### src/rtl/diag_pkg.sv
// ---------------------------------------------------------------------------
// diag_pkg
//   Shared types and constants for the diagnostic entry controller.
//   - state_t      : controller FSM states
//   - BCD_W        : width of one BCD display/entry digit
//   - NUM_KEYS     : keypad lines (digits 0..9)
//   - DEF_THRESH   : default per-field hit thresholds (field 0 in LSBs)
//   - DEF_MIN_HITS : default hit count at which the outcome asserts
// ---------------------------------------------------------------------------
package diag_pkg;

  typedef enum logic [1:0] {
    ST_ENTRY   = 2'd0,
    ST_CONVERT = 2'd1,
    ST_EVAL    = 2'd2,
    ST_RESULT  = 2'd3
  } state_t;

  localparam int BCD_W          = 4;
  localparam int NUM_KEYS       = 10;
  localparam int DEF_NUM_FIELDS = 7;
  localparam int DEF_VAL_W      = 14;

  // Field order: pregnancies, glucose, blood pressure, skin, insulin, BMI, age.
  localparam logic [DEF_NUM_FIELDS*DEF_VAL_W-1:0] DEF_THRESH = {
    14'd50, 14'd30, 14'd200, 14'd35, 14'd90, 14'd140, 14'd6
  };

  localparam int DEF_MIN_HITS = 3;

endpackage

### src/rtl/diag_entry_ctrl_bcd_accum.sv
// ---------------------------------------------------------------------------
// bcd_accum
//   Serial BCD-to-binary converter. A start pulse captures the BCD word;
//   each following cycle folds in one digit, most significant first
//   (acc = acc*10 + digit). After NUM_DIGITS steps o_done pulses for one
//   cycle with o_value holding the result.
//   Ports:
//     clk, reset_n  : clock, async active-low reset
//     i_start       : capture i_digits and begin conversion
//     i_abort       : drop any conversion in flight (sync)
//     i_digits      : BCD word, digit 0 in LSBs
//     o_done        : one-cycle pulse, o_value valid
//     o_value       : converted binary value
// ---------------------------------------------------------------------------
module bcd_accum
  import diag_pkg::*;
#(
  parameter int NUM_DIGITS = 4,
  parameter int VAL_W      = 14
)(
  input  logic                          clk,
  input  logic                          reset_n,
  input  logic                          i_start,
  input  logic                          i_abort,
  input  logic [BCD_W*NUM_DIGITS-1:0]   i_digits,
  output logic                          o_done,
  output logic [VAL_W-1:0]              o_value
);

  localparam int CNT_W = $clog2(NUM_DIGITS+1);

  logic [BCD_W*NUM_DIGITS-1:0] r_shift;
  logic [VAL_W-1:0]            r_acc;
  logic [CNT_W-1:0]            r_cnt;
  logic                        r_done;

  logic [BCD_W-1:0]            w_top;
  logic [VAL_W-1:0]            w_acc_nxt;

  assign w_top     = r_shift[BCD_W*NUM_DIGITS-1 -: BCD_W];
  assign w_acc_nxt = (r_acc * VAL_W'(10)) + VAL_W'(w_top);

  always_ff @(posedge clk or negedge reset_n) begin
    if (!reset_n) begin
      r_shift <= '0;
      r_acc   <= '0;
      r_cnt   <= '0;
      r_done  <= 1'b0;
    end else if (i_abort) begin
      r_shift <= '0;
      r_acc   <= '0;
      r_cnt   <= '0;
      r_done  <= 1'b0;
    end else if (i_start) begin
      r_shift <= i_digits;
      r_acc   <= '0;
      r_cnt   <= CNT_W'(NUM_DIGITS);
      r_done  <= 1'b0;
    end else if (r_cnt != '0) begin
      r_acc   <= w_acc_nxt;
      r_shift <= r_shift << BCD_W;
      r_cnt   <= r_cnt - CNT_W'(1);
      r_done  <= (r_cnt == CNT_W'(1));
    end else begin
      r_done  <= 1'b0;
    end
  end

  assign o_done  = r_done;
  assign o_value = r_acc;

endmodule

### src/rtl/diag_entry_ctrl.sv
// ---------------------------------------------------------------------------
// diag_entry_ctrl
//   Keypad entry controller for a fixed-length diagnostic record. Digits are
//   typed into a BCD buffer, committed per field with 'next', converted to
//   binary serially, and once all fields are in, each is compared against
//   its threshold to produce a hit count and an outcome flag.
//   Ports:
//     clk, reset_n   : clock, async active-low reset
//     key[9:0]       : raw keypad levels, bit n = digit n
//     del, next      : backspace / commit (restart when in RESULT) levels
//     clear          : abort the record
//     field_idx      : field being entered; NUM_FIELDS in RESULT
//     disp_digits    : BCD display (entry buffer, or hit count in RESULT)
//     digit_count    : digits held in entry buffer
//     busy           : converting or evaluating
//     overflow       : one-cycle pulse on a key into a full buffer
//     result_valid   : record evaluated
//     outcome        : hit_count >= MIN_HITS (in RESULT)
//     hit_count      : fields at or above threshold
// ---------------------------------------------------------------------------
module diag_entry_ctrl
  import diag_pkg::*;
#(
  parameter int                          NUM_FIELDS = 7,
  parameter int                          NUM_DIGITS = 4,
  parameter int                          VAL_W      = 14,
  parameter logic [NUM_FIELDS*VAL_W-1:0] THRESH     = DEF_THRESH,
  parameter int                          MIN_HITS   = DEF_MIN_HITS
)(
  input  logic                                 clk,
  input  logic                                 reset_n,
  input  logic [NUM_KEYS-1:0]                  key,
  input  logic                                 del,
  input  logic                                 next,
  input  logic                                 clear,
  output logic [$clog2(NUM_FIELDS+1)-1:0]      field_idx,
  output logic [BCD_W*NUM_DIGITS-1:0]          disp_digits,
  output logic [$clog2(NUM_DIGITS+1)-1:0]      digit_count,
  output logic                                 busy,
  output logic                                 overflow,
  output logic                                 result_valid,
  output logic                                 outcome,
  output logic [3:0]                           hit_count
);

  localparam int FI_W  = $clog2(NUM_FIELDS+1);
  localparam int DC_W  = $clog2(NUM_DIGITS+1);
  localparam int BUF_W = BCD_W*NUM_DIGITS;

  // ---- state ----
  state_t                             r_state, w_state_nxt;
  logic [FI_W-1:0]                    r_field_idx;
  logic [FI_W-1:0]                    r_eval_idx;
  logic [BUF_W-1:0]                   r_buf;
  logic [DC_W-1:0]                    r_dcnt;
  logic [NUM_FIELDS-1:0][VAL_W-1:0]   r_vals;
  logic [3:0]                         r_hits;
  logic                               r_overflow;

  // Edge detect: previous samples plus an arm bit. The arm bit keeps levels
  // already high when reset releases from looking like fresh edges.
  logic r_arm, r_key_prev, r_del_prev, r_next_prev, r_clr_prev;
  logic w_key_e, w_del_e, w_next_e, w_clr_e;

  assign w_key_e  = r_arm & (|key) & ~r_key_prev;
  assign w_del_e  = r_arm & del    & ~r_del_prev;
  assign w_next_e = r_arm & next   & ~r_next_prev;
  assign w_clr_e  = r_arm & clear  & ~r_clr_prev;

  // Lowest set key wins when several rise together.
  logic [BCD_W-1:0] w_digit;
  always_comb begin
    w_digit = '0;
    for (int i = NUM_KEYS-1; i >= 0; i--)
      if (key[i]) w_digit = BCD_W'(i);
  end

  logic [BUF_W-1:0] w_buf_up;
  always_comb begin
    w_buf_up = r_buf << BCD_W;
    w_buf_up[BCD_W-1:0] = w_digit;
  end

  // ---- converter ----
  logic             w_start, w_acc_done;
  logic [VAL_W-1:0] w_acc_val;
  logic             w_clr;

  bcd_accum #(
    .NUM_DIGITS (NUM_DIGITS),
    .VAL_W      (VAL_W)
  ) u_bcd_accum (
    .clk      (clk),
    .reset_n  (reset_n),
    .i_start  (w_start),
    .i_abort  (w_clr),
    .i_digits (r_buf),
    .o_done   (w_acc_done),
    .o_value  (w_acc_val)
  );

  // ---- evaluation ----
  logic [NUM_FIELDS-1:0][VAL_W-1:0] w_thr;
  logic w_hit, w_last, w_eval_last;

  assign w_thr       = THRESH;
  assign w_hit       = (r_vals[r_eval_idx] >= w_thr[r_eval_idx]);
  assign w_last      = (r_field_idx == FI_W'(NUM_FIELDS-1));
  assign w_eval_last = (r_eval_idx  == FI_W'(NUM_FIELDS-1));

  // ---- FSM ----
  logic w_key, w_del, w_ovf;

  always_ff @(posedge clk or negedge reset_n) begin
    if (!reset_n) r_state <= ST_ENTRY;
    else          r_state <= w_state_nxt;
  end

  // Priority clear > next > del > key; only the winner is acted on.
  always_comb begin
    w_state_nxt = r_state;
    w_clr       = 1'b0;
    w_start     = 1'b0;
    w_key       = 1'b0;
    w_del       = 1'b0;
    w_ovf       = 1'b0;
    if (w_clr_e) begin
      w_state_nxt = ST_ENTRY;
      w_clr       = 1'b1;
    end else begin
      unique case (r_state)
        ST_ENTRY: begin
          if (w_next_e) begin
            w_state_nxt = ST_CONVERT;
            w_start     = 1'b1;
          end else if (w_del_e) begin
            w_del = (r_dcnt != '0);
          end else if (w_key_e) begin
            if (r_dcnt == DC_W'(NUM_DIGITS)) w_ovf = 1'b1;
            else                             w_key = 1'b1;
          end
        end
        ST_CONVERT: begin
          if (w_acc_done) w_state_nxt = w_last ? ST_EVAL : ST_ENTRY;
        end
        ST_EVAL: begin
          if (w_eval_last) w_state_nxt = ST_RESULT;
        end
        ST_RESULT: begin
          // Restart is the same full clear as an abort.
          if (w_next_e) begin
            w_state_nxt = ST_ENTRY;
            w_clr       = 1'b1;
          end
        end
        default: w_state_nxt = ST_ENTRY;
      endcase
    end
  end

  // ---- datapath ----
  always_ff @(posedge clk or negedge reset_n) begin
    if (!reset_n) begin
      r_arm       <= 1'b0;
      r_key_prev  <= 1'b0;
      r_del_prev  <= 1'b0;
      r_next_prev <= 1'b0;
      r_clr_prev  <= 1'b0;
      r_overflow  <= 1'b0;
      r_field_idx <= '0;
      r_eval_idx  <= '0;
      r_buf       <= '0;
      r_dcnt      <= '0;
      r_vals      <= '0;
      r_hits      <= '0;
    end else begin
      r_arm       <= 1'b1;
      r_key_prev  <= |key;
      r_del_prev  <= del;
      r_next_prev <= next;
      r_clr_prev  <= clear;
      r_overflow  <= w_ovf;
      if (w_clr) begin
        r_field_idx <= '0;
        r_eval_idx  <= '0;
        r_buf       <= '0;
        r_dcnt      <= '0;
        r_vals      <= '0;
        r_hits      <= '0;
      end else begin
        unique case (r_state)
          ST_ENTRY: begin
            if (w_key) begin
              r_buf  <= w_buf_up;
              r_dcnt <= r_dcnt + DC_W'(1);
            end else if (w_del) begin
              r_buf  <= r_buf >> BCD_W;
              r_dcnt <= r_dcnt - DC_W'(1);
            end
          end
          ST_CONVERT: begin
            if (w_acc_done) begin
              r_vals[r_field_idx] <= w_acc_val;
              if (w_last) begin
                r_eval_idx <= '0;
                r_hits     <= '0;
              end else begin
                r_field_idx <= r_field_idx + FI_W'(1);
                r_buf       <= '0;
                r_dcnt      <= '0;
              end
            end
          end
          ST_EVAL: begin
            if (w_hit) r_hits <= r_hits + 4'd1;
            r_eval_idx <= r_eval_idx + FI_W'(1);
            if (w_eval_last) r_field_idx <= FI_W'(NUM_FIELDS);
          end
          default: ;
        endcase
      end
    end
  end

  // ---- outputs ----
  logic [BUF_W-1:0] w_disp;
  always_comb begin
    w_disp = r_buf;
    if (r_state == ST_RESULT) begin
      w_disp = '0;
      w_disp[BCD_W-1:0] = r_hits;
    end
  end

  assign field_idx    = r_field_idx;
  assign disp_digits  = w_disp;
  assign digit_count  = r_dcnt;
  assign busy         = (r_state == ST_CONVERT) || (r_state == ST_EVAL);
  assign overflow     = r_overflow;
  assign result_valid = (r_state == ST_RESULT);
  assign outcome      = result_valid && (int'(r_hits) >= MIN_HITS);
  assign hit_count    = r_hits;

endmodule

### config.mk
export PLATFORM = sky130hd
export DESIGN_NAME = diag_entry_ctrl
export DESIGN_NICKNAME = d
export VERILOG_FILES = /design/src/rtl/diag_pkg.sv /design/src/rtl/diag_entry_ctrl_bcd_accum.sv /design/src/rtl/diag_entry_ctrl.sv
export SDC_FILE = /design/constraint.sdc
export NUM_CORES = 1
export LEC_CHECK = 0
export CORE_MARGIN = 2
export CORE_UTILIZATION = 55
export CTS_BUF_LIST = sky130_fd_sc_hd__clkbuf_8
export CTS_CLUSTER_DIAMETER = 60
export DETAILED_ROUTE_END_ITERATION = 12
export PLACE_DENSITY = 0.74
export REMOVE_ABC_BUFFERS = 1
export SYNTH_ARGS = -nofsm -noshare
export SYNTH_HDL_FRONTEND = slang
export SYNTH_SLANG_ARGS = --single-unit
### constraint.sdc
create_clock -name clk -period 4.4 [get_ports clk]
set_input_delay 0.44 -clock clk [delete_from_list [all_inputs] [get_ports clk]]
set_output_delay 0.44 -clock clk [all_outputs]
set_load 0.005 [all_outputs]
==> flow_summary_export.csv <==
group,metric,value,unit
sta,rsz0062_at_grt,"false",
cts,clkLatencyLatePin,0.46,ns
cells_and_area,commonest_cells_after_routing_fill_and_taps_aside,"169 x dfrtp_1, 164 x nand2_1, 128 x nor2_1, 85 x a21oi_1, 76 x mux2i_1",
cts,cts_root_buffer,"clkbuf_8",
sta,fin_crit_sh,73.8,%
cts,cts_tree,"done",
global_routing,grt_pass1_wl,35.6,mm
job,drv_cap,0,
worst_setup_path,crit_fanout,10,
worst_setup_path,crit_path_top_delay_cell,"dfrtp_1",
cells_and_area,num_antenna_cells,0,
synthesis,synth.top_cells.by_area,"dfrtp_1 46%, mux2i_1 8.2%, nand2_1 6.6%, ha_1 6.3%, nor2_1 5.2%",
drt,wl_per_cell,17.0,microns
synthesis,postSynthCellCount,989,
cells_and_area,multiInputGateArea,4700,sq um
placed_design,placement.io_buffers,44,
sta,finalCriticalPeriod,3.25,ns
floorplan,floorplan.core_area,16500,sq um
synthesis,ys_seq_elements,169,
worst_setup_path,timing_worst_setup_path_type,"flip-flop to flip-flop",
cells_and_area,layout_commonest_cell,"dfrtp_1",
worst_setup_path,reg2reg_end,"u_bcd_accum.o_value[13]",
cells_and_area,final_core_util,62.3,%
cts,clock_sinks,169,
outcome,outcome,"complete, no violations",
worst_setup_path,ff2ff_setup_slack,1.15,ns
synthesis,post_synth_num_cell_types,65,
drt,final_antenna_net_count,0,
sta,worst_slew_pin_slew,1.16,ns
sta,achievable-frequency,0.308,GHz
worst_setup_path,worstPathCellList,"ha_1, ha_1, fa_1, a211oi_2, nor3b_1, nor4_4, nand4_2, nor4_2, xnor3_1, a211oi_2",
drt,detailroute.wirelength.met2,9.76,mm
sta,maxSlewHeadroom,22.2,%
synthesis,seq_total_area_yosys,45.6,%
cts,ctsLongestPathBuffers,2,
cells_and_area,num-fill-cells,1399,
synthesis,synth_top_area_share,45.6,%
cts,cts_inserted_buffers,17,
sta,hold_viol_final,0,
sta,setup_viol,0,
cells_and_area,final_layout_size_suffix_gt1_share,7.21,%
drt,first_pass_iters,5,
placed_design,place.gp.congestion,0.884,
worst_setup_path,critical_path.startpoint_type,"flip-flop",
drt,wl_met1,10.1,mm
floorplan,core.rowCount,47,
sta,clock_skew,0.0122,ns
global_routing,track_usage,24.8,%
drt,detail_route.iter0.violations,496,
cts,cts-htree-levels,4,
placed_design,place_inst,1202,
drt,via_per_inst,5.74,
sta,final-max-slew-violation-count,0,
cts,cts.clk_slew.worst_paths,0.09,ns
floorplan,die_x,134,microns
worst_setup_path,cp-startpoint,"u_bcd_accum.o_value[3]",
worst_setup_path,source_of_the_worst_register_to_register_timing_path,"u_bcd_accum.o_value[3]",
synthesis,synth.avg_cell_area,9.37,sq um
power,power_density,520,nW/um^2
floorplan,initial_utilization,56.1,%
worst_setup_path,worst_ep_arrival_time,3.62,ns
cells_and_area,fin_nets,1066,
worst_setup_path,cp.required,4.77,ns
floorplan,die_h,134,microns
drt,dr.max_layer_used,"met4",
synthesis,yosysTopAreaCell,"dfrtp_1",
power,irDropWorstVdd,0.389,mV
global_routing,grt_max_degree,115,
drt,wl,21.0,mm
global_routing,grt-ovfl-total,0,
cells_and_area,area_growth_syn_to_layout,11.1,%
worst_setup_path,cpPeakStageDelay,0.62,ns
synthesis,ys_warn_count,0,
synthesis,post_synth_edffs,0,
worst_setup_path,worst_reg2reg_path_length_in_cells,10,
synthesis,post_synth_instance_area,9270,sq um
cells_and_area,finish.cell_count_without_fillers,1232,
cts,ctsResizeCount,0,
worst_setup_path,cp.buffers_inverters,0,
worst_setup_path,critPathTopFamily,"adder cells",
cts,post_cts.repair.setup_buffers,0,
cells_and_area,seq_area,4230,sq um
global_routing,antenna_violations_before_repair,0,
drt,drc_errors,0,
synthesis,postSynth.asyncResetShare,100,%
drt,met3_wirelength,839,microns
worst_hold_path,hp-class,"input pin to async pin",
cts,postCtsHoldBufs,0,
worst_setup_path,worst_setup_path_end_kind,"flip-flop",
floorplan,number_of_top_level_pins,45,
synthesis,yosys_most_used_dff,"dfrtp_1",
power,post-layout-total-power,0.00535,W
power,power.leakage,4.55,nW
placed_design,post-dp-hpwl,14.0,mm
sta,fin_hold_ws,0.101,ns
sta,setup_total_negative_slack,0,ns
drt,num_vias,7075,
floorplan,fp.dieArea,17900,sq um
global_routing,first_global_vias,6888,
[where the power goes]
part	internal (W)	leakage, nW	switching (W)
combinational	0.000865	2.03	0.00109
sequential	0.00179	2.30	0.000350
clock	0.000684	0.213	0.000575
total	0.00334	4.55	0.00202
[cells in the mapped netlist, types with 2 or more instances]
library cell	number
a211oi_1	11
a211oi_2	2
a21boi_0	2
a21o_1	4
a21oi_1	85
a22o_1	5
a22oi_1	2
a311oi_1	13
and2_1	3
and3_1	3
buf_1	3
buf_2	8
buf_4	2
clkbuf_1	56
dfrtp_1	169
fa_1	3
ha_1	47
inv_1	16
mux2_2	3
mux2i_1	76
mux4_2	8
nand2_1	164
nand2b_1	12
nand3_1	24
nand3b_1	3
nor2_1	128
nor2b_1	21
nor3_1	13
nor3b_1	3
nor4_1	11
o2111ai_1	3
o21ai_0	23
o21ai_1	2
o21bai_1	2
o31a_1	2
o31ai_1	6
o31ai_2	2
or2_2	2
or3_1	5
or4_1	2
xnor2_1	8
xor2_1	9
[cells by family after synthesis]
group / share of synthesized area, %
other cells: 0.0405
simple gates: 19.3
buf+inv: 3.75
flops: 45.6
fa+ha+maj: 6.99
xor+xnor: 1.85
compound gates: 11.9
mux: 10.5
[stage by stage]
stage | instance area (sq um) | setup slack [ns]
2_1_floorplan | 8980 | -2.60
3_3_place_gp | 9850 | 1.27
3_5_place_dp | 9850 | 1.16
4_1_cts | 10300 | 1.14
5_1_grt | 10300 | 0.902
6_report | 10300 | 1.15
[layout make-up]
class                           count  area share, %
Clock buffer                       18           2.41
Clock inverter                     12           1.93
Inverter                           16          0.583
Multi-Input combinational cell    734           45.7
Sequential cell                   169           41.1
Tap cell                          220           2.67
Timing Repair Buffer               63           5.67
[worst register-to-register path: cells and delay by family, from the launching register on]
family | cells | cell delay [ns]
fa+ha+maj | 3 | 1.00
xor+xnor | 1 | 0.26
compound gates | 2 | 0.44
flops | 1 | 0.62
simple gates | 4 | 0.84
[worst max path at each step]
| stage | end | depth (start not counted) | slack [ns] |
|---|---|---|---|
| 3_3_place_gp | u_bcd_accum.o_value[13] | 10 | 1.27 |
| 3_5_place_dp | u_bcd_accum.o_value[13] | 10 | 1.16 |
| 6_report | u_bcd_accum.o_value[13] | 10 | 1.15 |
| 5_1_grt | hit_count[0] | 13 | 0.90 |
| 2_1_floorplan | r_buf[4] | 5 | -2.60 |
| 4_1_cts | u_bcd_accum.o_value[13] | 10 | 1.14 |
[layer usage]
metal | vias to the layer above | global-route usage (%)
met4 | 0 | 7.03
met3 | 23 | 3.44
met5 | - | 0
met2 | 159 | 37.9
met1 | 3458 | 37.4
li1 | 3435 | -
[flip-flops by register name, summed over array words and instances, names as in the netlist, 2 cells and up]
register,flops
u_bcd_accum.r_shift,16
u_bcd_accum.o_value,14
digit_count,3
u_bcd_accum.r_cnt,3
r_vals,98
field_idx,3
hit_count,4
r_eval_idx,3
r_buf,16
r_state,2
Note: power is estimated with default switching activity, not from simulation.
